==> src/rtl/dec_pkg.sv <==
// dec_pkg: shared state, mode and polarity definitions for the N-to-2^N decoder family
package dec_pkg;

   typedef enum logic [1:0] {ST_IDLE, ST_DIRECT, ST_SCAN} state_t;

   localparam logic MODE_DIRECT = 1'b0;
   localparam logic MODE_SCAN   = 1'b1;
   localparam int   MAX_OUT_W   = 256;

   // all-inactive pattern, wide enough for any supported output; callers truncate
   function automatic logic [MAX_OUT_W-1:0] inactive_pat(input bit active_low);
      return active_low ? '1 : '0;
   endfunction

endpackage

==> src/rtl/dec_onehot.sv <==
// dec_onehot: combinational index to one-hot decode with enable and selectable polarity
module dec_onehot
   import dec_pkg::*;
#(
   parameter int SEL_W      = 2,
   parameter bit ACTIVE_LOW = 1'b1,
   localparam int OUT_W     = 2**SEL_W
) (
   input  logic             en,
   input  logic [SEL_W-1:0] sel,
   output logic [OUT_W-1:0] y
);

   logic [OUT_W-1:0] hot;

   // disabled decode yields the all-inactive pattern rather than a zero one-hot
   always_comb begin
      hot = OUT_W'(1) << sel;
      y   = en ? (ACTIVE_LOW ? ~hot : hot) : OUT_W'(inactive_pat(ACTIVE_LOW));
   end

endmodule

==> src/rtl/dec_nx2n_scan.sv <==
// dec_nx2n_scan: registered N-to-2^N decoder with direct select and dwell-timed scan modes
module dec_nx2n_scan
   import dec_pkg::*;
#(
   parameter int SEL_W      = 2,
   parameter bit ACTIVE_LOW = 1'b1,
   parameter int DWELL_W    = 8,
   localparam int OUT_W     = 2**SEL_W
) (
   input  logic               clk,
   input  logic               rst_n,
   input  logic               en_n,
   input  logic               mode,
   input  logic [SEL_W-1:0]   sel,
   input  logic [DWELL_W-1:0] dwell,
   output logic [OUT_W-1:0]   y,
   output logic [SEL_W-1:0]   idx,
   output logic               valid,
   output logic               wrap
);

   state_t             state, nxt_state;
   logic [DWELL_W-1:0] cnt, nxt_cnt;
   logic [SEL_W-1:0]   nxt_idx;
   logic               advance, scanning, nxt_wrap;
   logic [OUT_W-1:0]   dec_y;

   // next state and next index/counter; everything is decoded from the next index so y and idx stay aligned
   always_comb begin
      nxt_state = en_n ? ST_IDLE : (mode == MODE_DIRECT ? ST_DIRECT : ST_SCAN);
      scanning  = nxt_state == ST_SCAN && state == ST_SCAN;
      advance   = scanning && cnt >= dwell;
      nxt_idx   = nxt_state == ST_DIRECT ? sel : (scanning ? (advance ? idx + 1'b1 : idx) : '0);
      nxt_cnt   = (scanning && !advance) ? cnt + 1'b1 : '0;
      nxt_wrap  = advance && idx == '1;
   end

   dec_onehot #(.SEL_W(SEL_W), .ACTIVE_LOW(ACTIVE_LOW)) u_dec (
      .en (nxt_state != ST_IDLE),
      .sel(nxt_idx),
      .y  (dec_y)
   );

   // single register stage for state and every output so y never shows a transitional code
   always_ff @(posedge clk or negedge rst_n) begin
      if (!rst_n) begin
         state <= ST_IDLE;
         cnt   <= '0;
         idx   <= '0;
         y     <= OUT_W'(inactive_pat(ACTIVE_LOW));
         valid <= 1'b0;
         wrap  <= 1'b0;
      end else begin
         state <= nxt_state;
         cnt   <= nxt_cnt;
         idx   <= nxt_idx;
         y     <= dec_y;
         valid <= nxt_state != ST_IDLE;
         wrap  <= nxt_wrap;
      end
   end

endmodule

==> config.mk <==
export PLATFORM = sky130hd
export DESIGN_NAME = dec_nx2n_scan
export DESIGN_NICKNAME = d
export VERILOG_FILES = /design/src/rtl/dec_pkg.sv /design/src/rtl/dec_onehot.sv /design/src/rtl/dec_nx2n_scan.sv
export SDC_FILE = /design/constraint.sdc
export NUM_CORES = 1
export LEC_CHECK = 0
export ABC_AREA = 1
export CORE_ASPECT_RATIO = 1.25
export CORE_UTILIZATION = 44
export CTS_CLUSTER_DIAMETER = 100
export DETAILED_ROUTE_END_ITERATION = 7
export PLACE_DENSITY = 0.8
export SYNTH_ARGS = -nofsm -noshare
export SYNTH_HDL_FRONTEND = slang
export SYNTH_SLANG_ARGS = --single-unit
==> constraint.sdc <==
create_clock -name clk -period 1.45 [get_ports clk]
set_input_delay 0.29 -clock clk [delete_from_list [all_inputs] [get_ports clk]]
set_output_delay 0.29 -clock clk [all_outputs]
set_load 0.01 [all_outputs]
Yosys cells after proc, flatten, opt, wreduce, memory -nomap -nowiden:

Index checks and enable logic that the tools add are counted.

* register bits: 18
* bits in latches: 0
* RAM bits: 0
* bits in read-only memories: 0
* input bits: 14
* output and inout port bits: 8
* memories: 0

* add/subtract/negate cells: 2
* multipliers: 0
* div/mod/pow operators: 0
* order comparisons: 1
* equal/unequal tests: 4
* shifts and indexed selects: 1
* multiplexer cells: 7
* bitwise logic cells: 1
* reductions and logical operators: 6

Operators with widths (number)
* 2-bit 2-to-1 mux: 5
* 8-bit by 1-bit adder with 8-bit output (second input constant): 1
* 8-bit >= comparator: 1
* 8-bit 2-to-1 mux: 1
* 2-bit equality test (second input constant): 3
* 1-bit logical AND: 4
* 4-bit 2-to-1 mux: 1
* 4-bit NOT: 1
* 1-bit by 2-bit << shifter with 4-bit output (first input constant): 1
* 2-bit by 1-bit adder with 2-bit output (second input constant): 1
* 2-bit by 1-bit equality test with 1-bit output (second input constant): 1
* 2-bit nonzero test: 1
* 1-bit logical NOT: 1

Longest topological paths before layout:

* word-level depth: 11
* mapped depth: 15
* depth with buffers taken out: 15

Modules after synthesis:

From an unflattened synthesis, not the netlist that was laid out.

* cells, all modules: 111
* area, all modules: 1002.2 sq um

By module, submodules not included
* dec_nx2n_scan: instances 1, cells each 104, area an instance 972.2 sq um
* dec_onehot: instances 1, cells each 7, area an instance 30.0 sq um

Worst setup path before layout:

No wires, ideal clock.

* path kind: reg2reg
* start point: reg cnt[7]
* end point: reg y[2]
* setup time: 0.077 ns
* arrival: 1.444 ns
* slack: -0.070 ns
* stages on the path, launching flop included: 11
* buffers on the path: 0
* clock period less this slack: 1.520 ns
* cell sequence: dfrtp_1 > ha_1 > a21o_1 > nor2_4 > nand3_2 > nand2_2 > nand2_1 > nand3_2 > nand2_4 > inv_2 > nand2_1

* word-level cells in the longest chain between the ends: 8

RTL lines
* start, declared: RTL line dec_nx2n_scan.sv:23 `logic [DWELL_W-1:0] cnt, nxt_cnt;`
* start signal, assigned: RTL line dec_nx2n_scan.sv:55 `cnt <= nxt_cnt;`
* 8-bit >= comparator: RTL line dec_nx2n_scan.sv:32 `advance = scanning && cnt >= dwell;`
* 1-bit logical AND: RTL line dec_nx2n_scan.sv:32
* 2-bit 2-to-1 mux (3 in series): RTL line dec_nx2n_scan.sv:33 `nxt_idx = nxt_state == ST_DIRECT ? sel : (scanning ? (advance ? idx + 1'b1 : idx) : '0);`
* named net nxt_idx[0]: RTL line dec_nx2n_scan.sv:24 `logic [SEL_W-1:0] nxt_idx;`
* 1-bit by 2-bit << shifter with 4-bit output: RTL line dec_onehot.sv:18 `hot = OUT_W'(1) << sel;`
* 4-bit NOT: RTL line dec_onehot.sv:19 `y = en ? (ACTIVE_LOW ? ~hot : hot) : OUT_W'(inactive_pat(ACTIVE_LOW));`
* 4-bit 2-to-1 mux: RTL line dec_onehot.sv:19
* named net dec_y[2]: RTL line dec_nx2n_scan.sv:26 `logic [OUT_W-1:0] dec_y;`
* end signal, assigned: RTL line dec_nx2n_scan.sv:50 `y <= OUT_W'(inactive_pat(ACTIVE_LOW));`
* end signal, assigned: RTL line dec_nx2n_scan.sv:57 `y <= dec_y;`
* end, declared: RTL line dec_nx2n_scan.sv:16 `output logic [OUT_W-1:0] y,`

The timed path passes the listed nets, and every way through them passes these cells.

Worst setup path in the final report:

* start point: reg cnt[7]
* end point: reg wrap

* word-level cells in the longest chain between the ends: 3

RTL lines
* 8-bit >= comparator: RTL line dec_nx2n_scan.sv:32
* 1-bit logical AND: RTL line dec_nx2n_scan.sv:32
* 1-bit logical AND: RTL line dec_nx2n_scan.sv:35 `nxt_wrap = advance && idx == '1;`
* named net nxt_wrap: RTL line dec_nx2n_scan.sv:25 `logic advance, scanning, nxt_wrap;`
* end signal, assigned: RTL line dec_nx2n_scan.sv:59 `wrap <= nxt_wrap;`
* end, declared: RTL line dec_nx2n_scan.sv:19 `output logic wrap`

The timed path passes the listed nets, and every way through them passes these cells.

==> results.toml <==
[outcome]
status = "complete, but fails checks"
violations = "negative setup slack"

[worst_setup_path]
crit_type = "reg -> reg"
cp_slowest_stage_delay_ns = 0.43
critical_path.endpoint_type = "register"
critPathMaxFanout = 3
crit_chain = "ha_4 -> nand2_4 -> nor2_4 -> buf_4 -> nand2_2 -> nand3_4 -> nand2_4 -> buf_4 -> buf_6 -> nor2_4"
arrival_ns = 1.89
r2r_cells = 10
crit_required_ns = 1.69
crit_slowest_cell = "dfrtp_1"
critPathLaunchType = "register"

[logic_synthesis]
avgSynthCellArea_um2 = 9.082
ys_ff_latch = 18
ys_seq_area_frac = 0.4477
syn_nets = 136
ys_types = 23
synth_cells = 112
syn_area_um2 = 1017
yosysWarnings = 0

[cts]
clockRootBuffer = "clkbuf_4"
clkTransAtPathRegs_ns = 0.10
tritoncts = "done"
h-tree-depth = 1
clock_path_buffers = 2
clock_latency_ns = 0.30
clock-sinks = 18
numCtsBuffers = 3

[floorplanning]
core_area_um2 = 2187
start_util = 0.4651
rows = 19
ios = 22
die_y_um = 55.76
dieArea_um2 = 2509
die_w_um = 45.01

[timing]
drv_slew = 0
fin_crit_ns = 1.641
worst_pin_slew_ns = 0.2291
hold_viol_final = 0
rsz0062_at_grt = "true"
finalSetupViolCount = 15
clock_skew_ns = 0.0009312
max_freq_mhz = 609.4
min_period_over_period = 1.132
slew_headroom = 0.8472
fin_ws_ns = -0.1910

[global_routing]
first_global_vias = 991
grt_pass1_wl_um = 3822
grt_max_degree = 19
gr-total-overflow = 0
track_usage = 0.2046
antenna_found_initial = 0

[layout]
layout.cells.most_common = "buf_4"
antenna_cells = 0
fin_nets = 182
multiInputGateArea_um2 = 696.9
n_fill_cell = 142
syn_to_final_growth_pct = 64.70
post-route-cell-area_um2 = 1675
final-seq-area_um2 = 455.4
most-common-layout-cells = "17 x buf_4, 15 x nand2_1, 14 x dfrtp_1, 12 x dlygate4sd2_1, 11 x inv_1"
drive_gt1_frac = 0.5096
stdcell_count = 188
layout.core_utilization = 0.7660

[detailed_routing]
wl_per_cell_um = 13.73
vias = 901
drtAntennaViolNets = 0
routed_wirelength_um = 2582
drt_iter0_drc = 15
drc = 0
dr.pass1.iters = 3
via_per_inst = 4.793

[power_and_ir_drop]
power_density_nw_per_um2 = 592.7
power_uw = 992.9
p_leak_uw = 0.0008312
ir_drop_mv = 0.7989

[place]
placed_area_um2 = 1364
gp_congestion = 0.7353
portBuffers = 21
hpwl_um = 1589
dp_slack_ns = -0.5941
dp.cells = 177

[run]
cap_violations = 0

[min_path]
hold_path.class = "in -> async"
-- synth_stat cells, drive strengths merged --
master / number / share of area
dfstp: 4 / 0.10
dfrtp: 14 / 0.34
nand3: 7 / 0.066
and3: 1 / 0.0062
inv: 20 / 0.074
nor3: 2 / 0.0098
a21o: 1 / 0.0074
xor2: 2 / 0.017
nor3b: 2 / 0.015
ha: 10 / 0.12
nand2: 28 / 0.12
a21oi: 3 / 0.015
nand4: 2 / 0.012
nor2: 15 / 0.086
o21ai: 1 / 0.0049
-- area by class of cell --
cell class              count  area share
flip-flops and latches     18      0.2718
inverters                  20     0.04481
repair buffers             41      0.2226
well taps                  31     0.02315
multi-input cells          74      0.4160
clock buffers               4     0.02166
-- flip-flops by register name (all words and copies together) (netlist names) --
signal,count
y,4
idx,2
wrap,1
cnt,8
valid,1
state,2
-- report_power, final --
part | leakage (uW) | switching [uW] | internal, uW
logic | 0.000578 | 79.8 | 77.6
clock network | 0.0000210 | 159 | 153
registers | 0.000232 | 6.28 | 517
-- stage by stage --
step / setup TNS, ns / hold WS, ns
after floorplan: -0.2293 / -0.005591
after global placement: -6.153 / 0.5161
after detailed placement: -7.030 / 0.5204
after CTS: -1.973 / 0.3125
after global routing: -2.797 / 0.3250
final: -1.710 / 0.3062
-- path summary, 6_finish.rpt --
| path | from | endpoint | slack [ns] |
|---|---|---|---|
| min | rst_n | cnt[7]$_DFF_PN0_ | 0.31 |
| max in group asynchronous | rst_n | y[3]$_DFF_PN1_ | 0.89 |
| max reg2reg | cnt[7]$_DFF_PN0_ | wrap$_DFF_PN0_ | -0.19 |
| min reg2reg | cnt[0]$_DFF_PN0_ | cnt[0]$_DFF_PN0_ | 0.55 |
| max | cnt[7]$_DFF_PN0_ | wrap$_DFF_PN0_ | -0.19 |
| min in group clk | cnt[0]$_DFF_PN0_ | cnt[0]$_DFF_PN0_ | 0.55 |
-- repair_timing --
action / CTS / global route
hold buffers: 0 / 0
pin swaps: 15 / 20
cloned: 0 / 0
endpoints found under the setup margin: 23 / 15
resized for setup: 34 / 32
endpoints found under the hold margin: 0 / 0
buffers inserted: 5 / 3
-- logic make-up (layout without fill, tap and decap cells) --
| kind of cell | Yosys count | after routing | share of synthesized area |
|---|---|---|---|
| adder cells (fa/ha/maj) | 10 | 10 | 0.1230 |
| AND/OR/NAND/NOR | 57 | 57 | 0.3112 |
| buffers and inverters | 20 | 65 | 0.07380 |
| flip-flops | 18 | 18 | 0.4477 |
| AO/OA/AOI/OAI | 5 | 5 | 0.02705 |
| XOR/XNOR | 2 | 2 | 0.01722 |
-- layer usage --
layer	up-vias	share of wire	track usage	routed length, um
met3	4	0.027	0.03571	69
met1	434	0.37	0.2179	959
met2	22	0.59	0.3768	1521
met5	-	0	0	0
li1	441	-	-	-
met4	0	0.012	0.07792	31
-- worst max-delay path, delay by kind of cell (launching register included) --
family	cells	cell delay, ns
AND/OR/NAND/NOR	6	0.49
flip-flops	1	0.43
buffers and inverters	3	0.37
adder cells (fa/ha/maj)	1	0.30
Note: power is estimated with default switching activity, not from simulation.
